==> src/rtl/tristate_bus_arbiter.sv <==
// Round-robin owner sequencer for a shared tristate bus: one-hot bufif1 enables,
// a per-grant hold limit, and an all-off turnaround gap between successive owners.
module tristate_bus_arbiter #(
    parameter int N_REQ    = 4,
    parameter int MAX_HOLD = 8,
    parameter int TURN_CYC = 1,
    localparam int OW      = $clog2(N_REQ)
) (
    input  logic             clk,
    input  logic             rst,
    input  logic [N_REQ-1:0] req,
    output logic [N_REQ-1:0] grant,
    output logic [OW-1:0]    owner,
    output logic             bus_busy,
    output logic             hold_timeout
);

    localparam int HW = (MAX_HOLD > 1) ? $clog2(MAX_HOLD) : 1;
    localparam int TW = (TURN_CYC > 1) ? $clog2(TURN_CYC) : 1;

    typedef enum logic [1:0] {
        S_IDLE,
        S_GRANT,
        S_TURN
    } state_t;

    state_t            state_q, state_d;
    logic [N_REQ-1:0]  grant_q, grant_d;
    logic [OW-1:0]     owner_q, owner_d;
    logic [OW-1:0]     rr_ptr_q, rr_ptr_d;
    logic [HW-1:0]     hold_cnt_q, hold_cnt_d;
    logic [TW-1:0]     turn_cnt_q, turn_cnt_d;
    logic              busy_q, busy_d;
    logic              timeout_q, timeout_d;

    logic              sel_vld;
    logic [OW-1:0]     sel_idx;
    int                idx;

    // Scan downward so the last hit is the one closest to rr_ptr in wrap order.
    always_comb begin
        sel_vld = 1'b0;
        sel_idx = '0;
        idx     = 0;
        for (int k = N_REQ - 1; k >= 0; k--) begin
            idx = (int'(rr_ptr_q) + k) % N_REQ;
            if (req[OW'(idx)]) begin
                sel_vld = 1'b1;
                sel_idx = OW'(idx);
            end
        end
    end

    always_comb begin
        state_d    = state_q;
        grant_d    = grant_q;
        owner_d    = owner_q;
        rr_ptr_d   = rr_ptr_q;
        hold_cnt_d = hold_cnt_q;
        turn_cnt_d = turn_cnt_q;
        timeout_d  = 1'b0;
        case (state_q)
            S_IDLE: begin
                if (sel_vld) begin
                    grant_d          = '0;
                    grant_d[sel_idx] = 1'b1;
                    owner_d          = sel_idx;
                    rr_ptr_d         = OW'((int'(sel_idx) + 1) % N_REQ);
                    hold_cnt_d       = '0;
                    state_d          = S_GRANT;
                end
            end
            S_GRANT: begin
                if (!req[owner_q]) begin
                    grant_d    = '0;
                    turn_cnt_d = '0;
                    state_d    = S_TURN;
                end else if (hold_cnt_q == HW'(MAX_HOLD - 1)) begin
                    grant_d    = '0;
                    turn_cnt_d = '0;
                    timeout_d  = 1'b1;
                    state_d    = S_TURN;
                end else begin
                    hold_cnt_d = hold_cnt_q + 1'b1;
                end
            end
            S_TURN: begin
                grant_d = '0;
                if (turn_cnt_q == TW'(TURN_CYC - 1)) begin
                    state_d = S_IDLE;
                end else begin
                    turn_cnt_d = turn_cnt_q + 1'b1;
                end
            end
            default: begin
                grant_d = '0;
                state_d = S_IDLE;
            end
        endcase
        busy_d = (state_d != S_IDLE);
    end

    // Reset drops the bus immediately, skipping the turnaround.
    always_ff @(posedge clk) begin
        if (rst) begin
            state_q    <= S_IDLE;
            grant_q    <= '0;
            owner_q    <= '0;
            rr_ptr_q   <= '0;
            hold_cnt_q <= '0;
            turn_cnt_q <= '0;
            busy_q     <= 1'b0;
            timeout_q  <= 1'b0;
        end else begin
            state_q    <= state_d;
            grant_q    <= grant_d;
            owner_q    <= owner_d;
            rr_ptr_q   <= rr_ptr_d;
            hold_cnt_q <= hold_cnt_d;
            turn_cnt_q <= turn_cnt_d;
            busy_q     <= busy_d;
            timeout_q  <= timeout_d;
        end
    end

    assign grant        = grant_q;
    assign owner        = owner_q;
    assign bus_busy     = busy_q;
    assign hold_timeout = timeout_q;

endmodule
==> config.mk <==
export PLATFORM = sky130hd
export DESIGN_NAME = tristate_bus_arbiter
export DESIGN_NICKNAME = d
export VERILOG_FILES = /design/src/rtl/tristate_bus_arbiter.sv
export SDC_FILE = /design/constraint.sdc
export NUM_CORES = 1
export LEC_CHECK = 0
export ABC_CLOCK_PERIOD_IN_PS = 3800
export CAP_MARGIN = 20
export CORE_MARGIN = 4
export CORE_UTILIZATION = 53
export CTS_CLUSTER_SIZE = 25
export DETAILED_ROUTE_END_ITERATION = 7
export PLACE_DENSITY = 0.78
export SYNTH_ARGS = -nofsm -noshare
export SYNTH_HDL_FRONTEND = slang
export SYNTH_SLANG_ARGS = --single-unit
==> constraint.sdc <==
create_clock -name clk -period 3.8 [get_ports clk]
set_input_delay 0.76 -clock clk [delete_from_list [all_inputs] [get_ports clk]]
set_output_delay 0.76 -clock clk [all_outputs]
set_load 0.01 [all_outputs]
==> results.md, run 1 <==
- Port Buffers: 13
- Largest family of logic cells by synthesized area: simple AND/OR/NAND/NOR gates
- Post-CTS Setup Bufs: 0
- Fmax: 418 MHz
- Final-report setup violation count: 0
- Post-route minimum period: 2.39 ns
- Commonest non-fill, non-tap cell in the layout: dfxtp_1
- Post-synth top area share: 38.0%
- Dpl cells: 113
- Post-Syn Instances: 90
- PD cells: 408 nW/um^2
- Tcrit/Tclk final: 63.0%
- Synthesized area per cell: 8.79 sq um
- Final Instance Count excl. Fillers: 117
- Post-synth cell types: 33
- Clk_lat worst skew: 0.28 ns
- Initial core utilization: 58.6%
- Synth Area in Compound Gates: 19.8%
- Ports: 14
- Crit end category: register
- Reg power frac: 49.7%
- Combinational cell fraction of total power: 26.4%
- Die ar.: 2170 sq um
- Total global-route track usage: 18.3%
- Seq cells post-synth: 15
- Synth Flop Type: dfxtp_1
- Gpl congestion: 0.843
- Sw Pwr: 0.121 mW
- Die height: 46.6 um
- Post-Synth Adder-Cell Area: 9.49%
- Req. time, crit path: 3.97 ns
- Top delay family on crit path: compound AO/OA/AOI/OAI gates
- Design Power: 0.383 mW
- Die W: 46.6 um
- Routed len/inst: 13.2 um
- Crit path cell chain: clkdlybuf4s50_1 > nor2b_1 > a21o_1 > a211oi_1 > ha_1 > nand2_1 > a21oi_1
- TritonCTS clock tree: built
- Ys async rst share: 0%
- Seq/Total Area, Yosys: 38.0%
- Share of post-route cells with drive strength above 1: 12.7%
- Sw Ratio: 31.6%
- Post-synthesis simple-gate area fraction: 25.0%
- DRC violations left: 0
- WHS: 0.478 ns
- Largest net degree at the start of global routing: 15
- Setup TNS: 0 ns
- CTS Buf Count: 3
- Max-cap viol count: 0
- Final antenna-violating net count: 0
- Fin. max-slew vios: 0
- Worst EP arrival: 2.56 ns
- CTS max path bufs: 2
- Xor and xnor area share after synthesis: 0%
- Cts repair resizes: 0
- Final Hold Vio Count: 0
- Overall routed net length: 1.55 mm
- Synth warn: 0
- Area Growth Syn to Fin: 18.8%
- CTS root buf: clkbuf_4
- Worst clock skew: 0.000803 ns
- CP bufs+invs: 1
- Vias in the first global route: 664
- Max FO, Critical Path: 4
- Max stage delay on crit path: 0.55 ns
- DRT Pass-1 Iters: 4
- CTS Hold Bufs: 0
- Max-slew headroom: 58.5%
- Nets: 115
- Worst Max-Slew Pin Slew: 0.619 ns
- P_leak: 0.375 nW
- Via count: 671
- Initial antenna violation count: 0
- DP Wirelength: 1.22 mm
- Core Footprint: 1350 sq um
- CTS HTree Levels: 1
- Clock sinks: 15
- Antenna cells: 0
- First-pass GRT wire length: 2.79 mm
- RSZ-0062 raised after global routing: no
- EDFF count, synth: 0
- Most frequent cells in the layout: dfxtp_1, clkdlybuf4s50_1, a21oi_1, o21ai_0
- Overflow left after global routing: 0
- Worst-path clk slew: 0.09 ns
- Clock power share: 23.9%
- Cell Area, Synth: 791 sq um
- Status: complete, no violations
- Cell taking the most area after synthesis: dfxtp_1
- Vias per Instance: 5.74
- CP Class: input pin to register
- Syn nets: 102
- Top post-synthesis cells by area: dfxtp_1, ha_1, a21oi_1
- Starting DRT DRC Count: 5
- Worst Hold Class: register to register
- Max VDD drop: 0.262 mV
- Critical Path Start Type: input pin
- Internal power: 0.262 mW
- Std-Cell Rows: 13
- Crit-path slowest cell: a211oi_1
- Mux cell area share after synthesis: 2.85%
## worst register-to-register path, stage by stage (launching register included)
cell and delay [ns]:
dfxtp_1 0.35, ha_1 0.21, ha_1 0.20, nand2b_1 0.25, or4b_1 0.50, a31oi_1 0.17
## power by group through the flow
stage | combinational [mW] | sequential (mW) | clock, mW
5_1_grt | 0.114 | 0.193 | 0.106
2_1_floorplan | 0.0688 | 0.192 | 0
4_1_cts | 0.102 | 0.190 | 0.0967
6_report | 0.101 | 0.190 | 0.0917
3_3_place_gp | 0.100 | 0.193 | 0
3_5_place_dp | 0.101 | 0.194 | 0
## metal layers
metal	share of wire (%)	vias up	wire length, um	global-route usage [%]
met5	0	-	0	0
met1	47	308	730	22.1
met3	4.6	2	71	4.69
met4	1.3	0	20	8.29
li1	-	347	-	-
met2	47	14	726	30.2
## logic make-up after synthesis
| logic type | Yosys count |
|---|---|
| AO/OA/AOI/OAI | 25 |
| multiplexers | 1 |
| AND/OR/NAND/NOR | 35 |
| adder cells (fa/ha/maj) | 6 |
| buffers and inverters | 8 |
| flip-flops | 15 |
## metrics by stage
stage	worst slack [ns]	area [sq um]	utilization (%)
global route	1.15	940	69.6
global placement	1.10	912	67.6
CTS	1.41	940	69.6
detailed placement	1.10	912	67.6
finish	1.41	940	69.6
floorplan	1.81	791	-
## Yosys cell counts, types with 2 or more instances
cell,instances
a21oi_1,7
inv_1,2
nor2_1,5
nand3_1,5
nand2b_1,3
or2_2,2
ha_1,6
nor2b_1,5
clkbuf_1,3
nand2_1,6
a211oi_1,3
dfxtp_1,15
o21ai_0,7
o211ai_1,2
## worst paths after layout
check	from	endpoint	slack, ns	cells past startpoint
max	req[2]	rr_ptr_q[1]$_SDFFE_PP0P_	1.41	7
min	grant[1]$_SDFFE_PP0P_	grant[1]$_SDFFE_PP0P_	0.48	2
max reg2reg	hold_cnt_q[0]$_SDFFE_PP0P_	hold_cnt_q[0]$_SDFFE_PP0P_	2.07	5
min reg2reg	grant[1]$_SDFFE_PP0P_	grant[1]$_SDFFE_PP0P_	0.48	2
## registers in the layout, summed over array words and instances (netlist names)
| register | cells |
|---|---|
| grant | 4 |
| hold_timeout | 1 |
| rr_ptr_q | 2 |
| owner | 2 |
| bus_busy | 1 |
| hold_cnt_q | 3 |
| state_q | 2 |
## cell type report
class	count	area, sq um
clock inverters	1	5.00
flip-flops and latches	15	300
clock buffers	3	22.5
repair buffers	13	130
multi-input cells	67	452
well taps	15	18.8
fillers	131	410
inverters	3	11.3
Power figures use the tool's default switching activity.
==> run 2, diff against run 1 <==
ABC_CLOCK_PERIOD_IN_PS = 2400   (was 3800)
CORE_UTILIZATION = 50   (was 53)
PLACE_DENSITY = 0.74   (was 0.78)
clock period = 2.4 ns   (was 3.8 ns; I/O delays follow)
==> run 2 against run 1 <==
Count of clock-buffer cells in the layout unchanged. Combinational power grew 74%. Non-clock buffer count rose by 4. Routed wire length rose by 4.6%. Sequential share of layout area is 1.0 points lower. Largest power group unchanged.
==> results.md, run 2 (synthesis results as in run 1) <==
- Max FO, Critical Path: 4
- Critical Path Start Type: input pin
- Worst Min Path Start: grant[1]$_SDFFE_PP0P_
- Worst R2R Start: hold_cnt_q[0]$_SDFFE_PP0P_
- Post-route minimum period: 2.01 ns
- Port Buffers: 13
- Most frequent cells in the layout: dfxtp_1, clkdlybuf4s50_1, a21oi_1, o21ai_0
- Post-CTS Setup Bufs: 0
- Max reg flops: 4
- Overflow left after global routing: 0
- CTS Buf Count: 3
- First-pass GRT wire length: 2.59 mm
- Crit. Startpoint: req[2]
- Placed cell areas: 943 sq um
- Commonest non-fill, non-tap cell in the layout: dfxtp_1
- Worst-path clk slew: 0.10 ns
- Setup TNS: 0 ns
- Die W: 47.8 um
- Worst Max-Slew Pin Slew: 0.460 ns
- # fillers: 135
- Hold Crit Depth: 2
- PD cells: 644 nW/um^2
- Largest net degree at the start of global routing: 15
- Area Growth Syn to Fin: 22.8%
- Initial antenna violation count: 0
- Die ar.: 2280 sq um
- Initial core utilization: 52.5%
- Sw Pwr: 0.200 mW
- Max VDD drop: 0.344 mV
- DRT Pass-1 Iters: 4
- Antenna cells: 0
- Req. time, crit path: 2.57 ns
- Design area: 971 sq um
- RSZ-0062 raised after global routing: no
- Vias in the first global route: 596
- Vias per Instance: 5.61
- Worst Hold Class: register to register
- DP Wirelength: 1.21 mm
- Via count: 684
- Internal power: 0.425 mW
- Worst clock skew: 0.00435 ns
- Max-cap viol count: 0
- WHS: 0.478 ns
- Nets: 119
- Final antenna-violating net count: 0
- Crit end category: register
- CTS max path bufs: 2
- TritonCTS clock tree: built
- Reg power frac: 48.1%
- Worst EP arrival: 2.18 ns
- Fmax: 498 MHz
- DRC violations left: 0
- CTS Hold Bufs: 0
- Combinational cell fraction of total power: 28.1%
- Fin. max-slew vios: 0
- Starting DRT DRC Count: 5
- Clock power share: 23.8%
- Tcrit/Tclk final: 83.7%
- Ports: 14
- Share of post-route cells with drive strength above 1: 16.0%
- R2R cell count: 5
- Cts repair resizes: 0
- Max-slew headroom: 69.1%
- P_leak: 0.395 nW
- Final core occ: 64.5%
- CP Class: input pin to register
- Routed len/inst: 13.3 um
- Sw Ratio: 32.0%
- Clk_lat worst skew: 0.28 ns
- Overall routed net length: 1.62 mm
- Status: complete, no violations
- Total global-route track usage: 16.4%
- Std-Cell Rows: 14
- CTS HTree Levels: 1
- CTS root buf: clkbuf_4
- Clock sinks: 15
- Final Hold Vio Count: 0
- Die height: 47.8 um
- Final-report setup violation count: 0
- Core Footprint: 1510 sq um
- Gpl congestion: 0.832
==> run 2: changes by cell type in the layout (fill, tap and decap cells not counted), sizes merged <==
cell | before | now
buf | 0 | 4
==> run 2: cell type report <==
class                      count  area, sq um  area share, %
tap                           16         20.0           2.06
multi-input combinational     67          452           46.5
clock buffer                   3         22.5           2.32
timing repair buffer          17          160           16.5
inverter                       3         11.3           1.16
clock inverter                 1         5.00          0.515
sequential                    15          300           30.9
==> run 2: worst paths after layout <==
check                                             endpoint  slack, ns
worst max-delay path              rr_ptr_q[1]$_SDFFE_PP0P_       0.39
worst min-delay path                 grant[1]$_SDFFE_PP0P_       0.48
worst max register to register  hold_cnt_q[0]$_SDFFE_PP0P_       0.75
worst min register to register       grant[1]$_SDFFE_PP0P_       0.48
==> run 2: stage by stage <==
step / instances / total power [mW] / worst slack [ns]
after floorplan: 90 / 0.413 / 0.686
after global placement: 118 / 0.475 / 0.173
after detailed placement: 118 / 0.481 / 0.0935
after CTS: 122 / 0.628 / 0.395
after global routing: 122 / 0.663 / 0.287
final: 122 / 0.625 / 0.390
==> run 2: worst max-delay path, stage by stage <==
cell             delay [ns]
clkdlybuf4s50_1        0.46
nor2b_1                0.17
or2_2                  0.28
o22ai_1                0.26
inv_1                  0.11
ha_1                   0.31
nand2_1                0.06
a21oi_1                0.05
==> run 2: layer usage <==
| layer | part of all wire, % | global-route usage, % |
|---|---|---|
| met1 | 49 | 21.0 |
| met5 | 0 | 0 |
| met2 | 46 | 25.9 |
| met3 | 4.6 | 3.38 |
| met4 | 0.74 | 8.06 |
==> run 2: power groups by stage <==
stage / logic (mW) / clock network [mW] / registers, mW
after floorplan: 0.109 / 0 / 0.304
after global placement: 0.169 / 0 / 0.306
after detailed placement: 0.175 / 0 / 0.306
after CTS: 0.177 / 0.151 / 0.300
after global routing: 0.195 / 0.164 / 0.304
final: 0.176 / 0.149 / 0.301
==> run 3, diff against run 2 <==
ABC_CLOCK_PERIOD_IN_PS = 1900   (was 2400)
clock period = 1.9 ns   (was 2.4 ns; I/O delays follow)
==> run 3 against run 2 <==
Via count up 6.6%. Routed wire length up 0.31%. Combinational power up 32%. Final cell count up 3.3%. First-iteration DRC count up 120%. Largest power group unchanged. Highest routed layer unchanged.
==> results.md, run 3 (synthesis results as in run 1) <==
- Cts repair resizes: 0
- Std-Cell Rows: 14
- Post-CTS Setup Bufs: 0
- Gpl congestion: 0.812
- DP Wirelength: 1.24 mm
- P_leak: 0.415 nW
- Max FO, Critical Path: 4
- Die ar.: 2280 sq um
- Clock sinks: 15
- Vias in the first global route: 651
- Initial antenna violation count: 0
- R2R cell count: 5
- Post-Place Setup Slack: -0.194 ns
- Commonest non-fill, non-tap cell in the layout: dfxtp_1
- Worst-path clk slew: 0.09 ns
- CP Class: input pin to register
- DRT Pass-1 Iters: 4
- Final antenna-violating net count: 0
- Worst clock skew: 0.00199 ns
- Internal power: 0.548 mW
- Antenna cells: 0
- Fin. max-slew vios: 0
- Max reg flops: 4
- Nets: 123
- Combinational cell fraction of total power: 29.2%
- DRC violations left: 0
- Hold Crit Depth: 2
- Critical Path Start Type: input pin
- Worst Hold Class: register to register
- Design area: 1000 sq um
- Max-cap viol count: 0
- TritonCTS clock tree: built
- PD cells: 798 nW/um^2
- Req. time, crit path: 2.09 ns
- Fmax: 555 MHz
- Setup WS post-layout: 0.0988 ns
- Max-slew headroom: 74.8%
- Ports: 14
- First-pass GRT wire length: 2.71 mm
- CTS max path bufs: 2
- Routed len/inst: 12.9 um
- # fillers: 117
- Overall routed net length: 1.62 mm
- Area Growth Syn to Fin: 26.6%
- RSZ-0062 raised after global routing: no
- Final Hold Vio Count: 0
- Max VDD drop: 0.495 mV
- Initial core utilization: 52.5%
- Worst EP arrival: 1.99 ns
- Core Footprint: 1510 sq um
- Most frequent cells in the layout: dfxtp_1, clkdlybuf4s50_1, buf_4, a21oi_1, o21ai_0
- Reg power frac: 47.5%
- Port Buffers: 13
- Sw Pwr: 0.251 mW
- Post-route minimum period: 1.80 ns
- Worst Max-Slew Pin Slew: 0.377 ns
- Crit end category: register
- Total global-route track usage: 17.1%
- Starting DRT DRC Count: 11
- Overflow left after global routing: 0
- Status: complete, no violations
- Share of post-route cells with drive strength above 1: 19.1%
- Final-report setup violation count: 0
- CTS HTree Levels: 1
- Sw Ratio: 31.4%
- Die W: 47.8 um
- CTS root buf: clkbuf_4
- CTS Hold Bufs: 0
- Clk_lat worst skew: 0.28 ns
- Tcrit/Tclk final: 94.8%
- Die height: 47.8 um
- Largest net degree at the start of global routing: 15
- Design Power: 0.799 mW
- Clock power share: 23.3%
- Via count: 729
- Placed cell areas: 973 sq um
- Vias per Instance: 5.79
- CTS Buf Count: 3
## run 3: final cells by class
cell class	instances	area (sq um)	area share [%]
multi-input cells	67	452	45.1
flip-flops and latches	15	300	30.0
repair buffers	21	190	19.0
clock buffers	3	22.5	2.25
well taps	16	20.0	2.00
inverters	3	11.3	1.13
clock inverters	1	5.00	0.500
## run 3: through the flow
stage	hold slack (ns)	instances	setup TNS (ns)	utilization (%)
6_report	0.484	126	0	66.4
5_1_grt	0.510	126	0	66.4
4_1_cts	0.486	126	0	66.4
3_5_place_dp	0.473	122	-0.978	64.6
3_3_place_gp	0.463	122	-0.607	64.6
2_1_floorplan	0.486	90	0	-
## run 3: power by group through the flow
| stage | clock network [mW] | logic, mW | registers (mW) |
|---|---|---|---|
| 2_1_floorplan | 0 | 0.138 | 0.384 |
| 3_3_place_gp | 0 | 0.227 | 0.386 |
| 3_5_place_dp | 0 | 0.232 | 0.387 |
| 4_1_cts | 0.190 | 0.233 | 0.380 |
| 5_1_grt | 0.209 | 0.260 | 0.385 |
| 6_report | 0.186 | 0.233 | 0.380 |
## run 3: path summary, 6_finish.rpt
path	end	startpoint	slack [ns]
hold / removal	grant[2]$_SDFFE_PP0P_	grant[2]$_SDFFE_PP0P_	0.48
setup / recovery	rr_ptr_q[1]$_SDFFE_PP0P_	req[2]	0.1
hold reg to reg	grant[2]$_SDFFE_PP0P_	grant[2]$_SDFFE_PP0P_	0.48
setup reg to reg	hold_cnt_q[0]$_SDFFE_PP0P_	hold_cnt_q[0]$_SDFFE_PP0P_	0.29
## run 3: per-layer routing
metal | part of all wire, % | vias up | GRT usage [%]
li1 | - | 362 | -
met1 | 46 | 331 | 22.2
met2 | 47 | 34 | 25.6
met3 | 6.7 | 2 | 4.89
met4 | 0.62 | 0 | 9.14
met5 | 0 | - | 0
## run 3: worst max-delay path, cell delays in order
cell,delay [ns]
clkdlybuf4s50_1,0.46
nor2b_1,0.17
or2_2,0.28
o22ai_1,0.20
inv_1,0.09
ha_1,0.30
nand2_1,0.06
a21oi_1,0.05
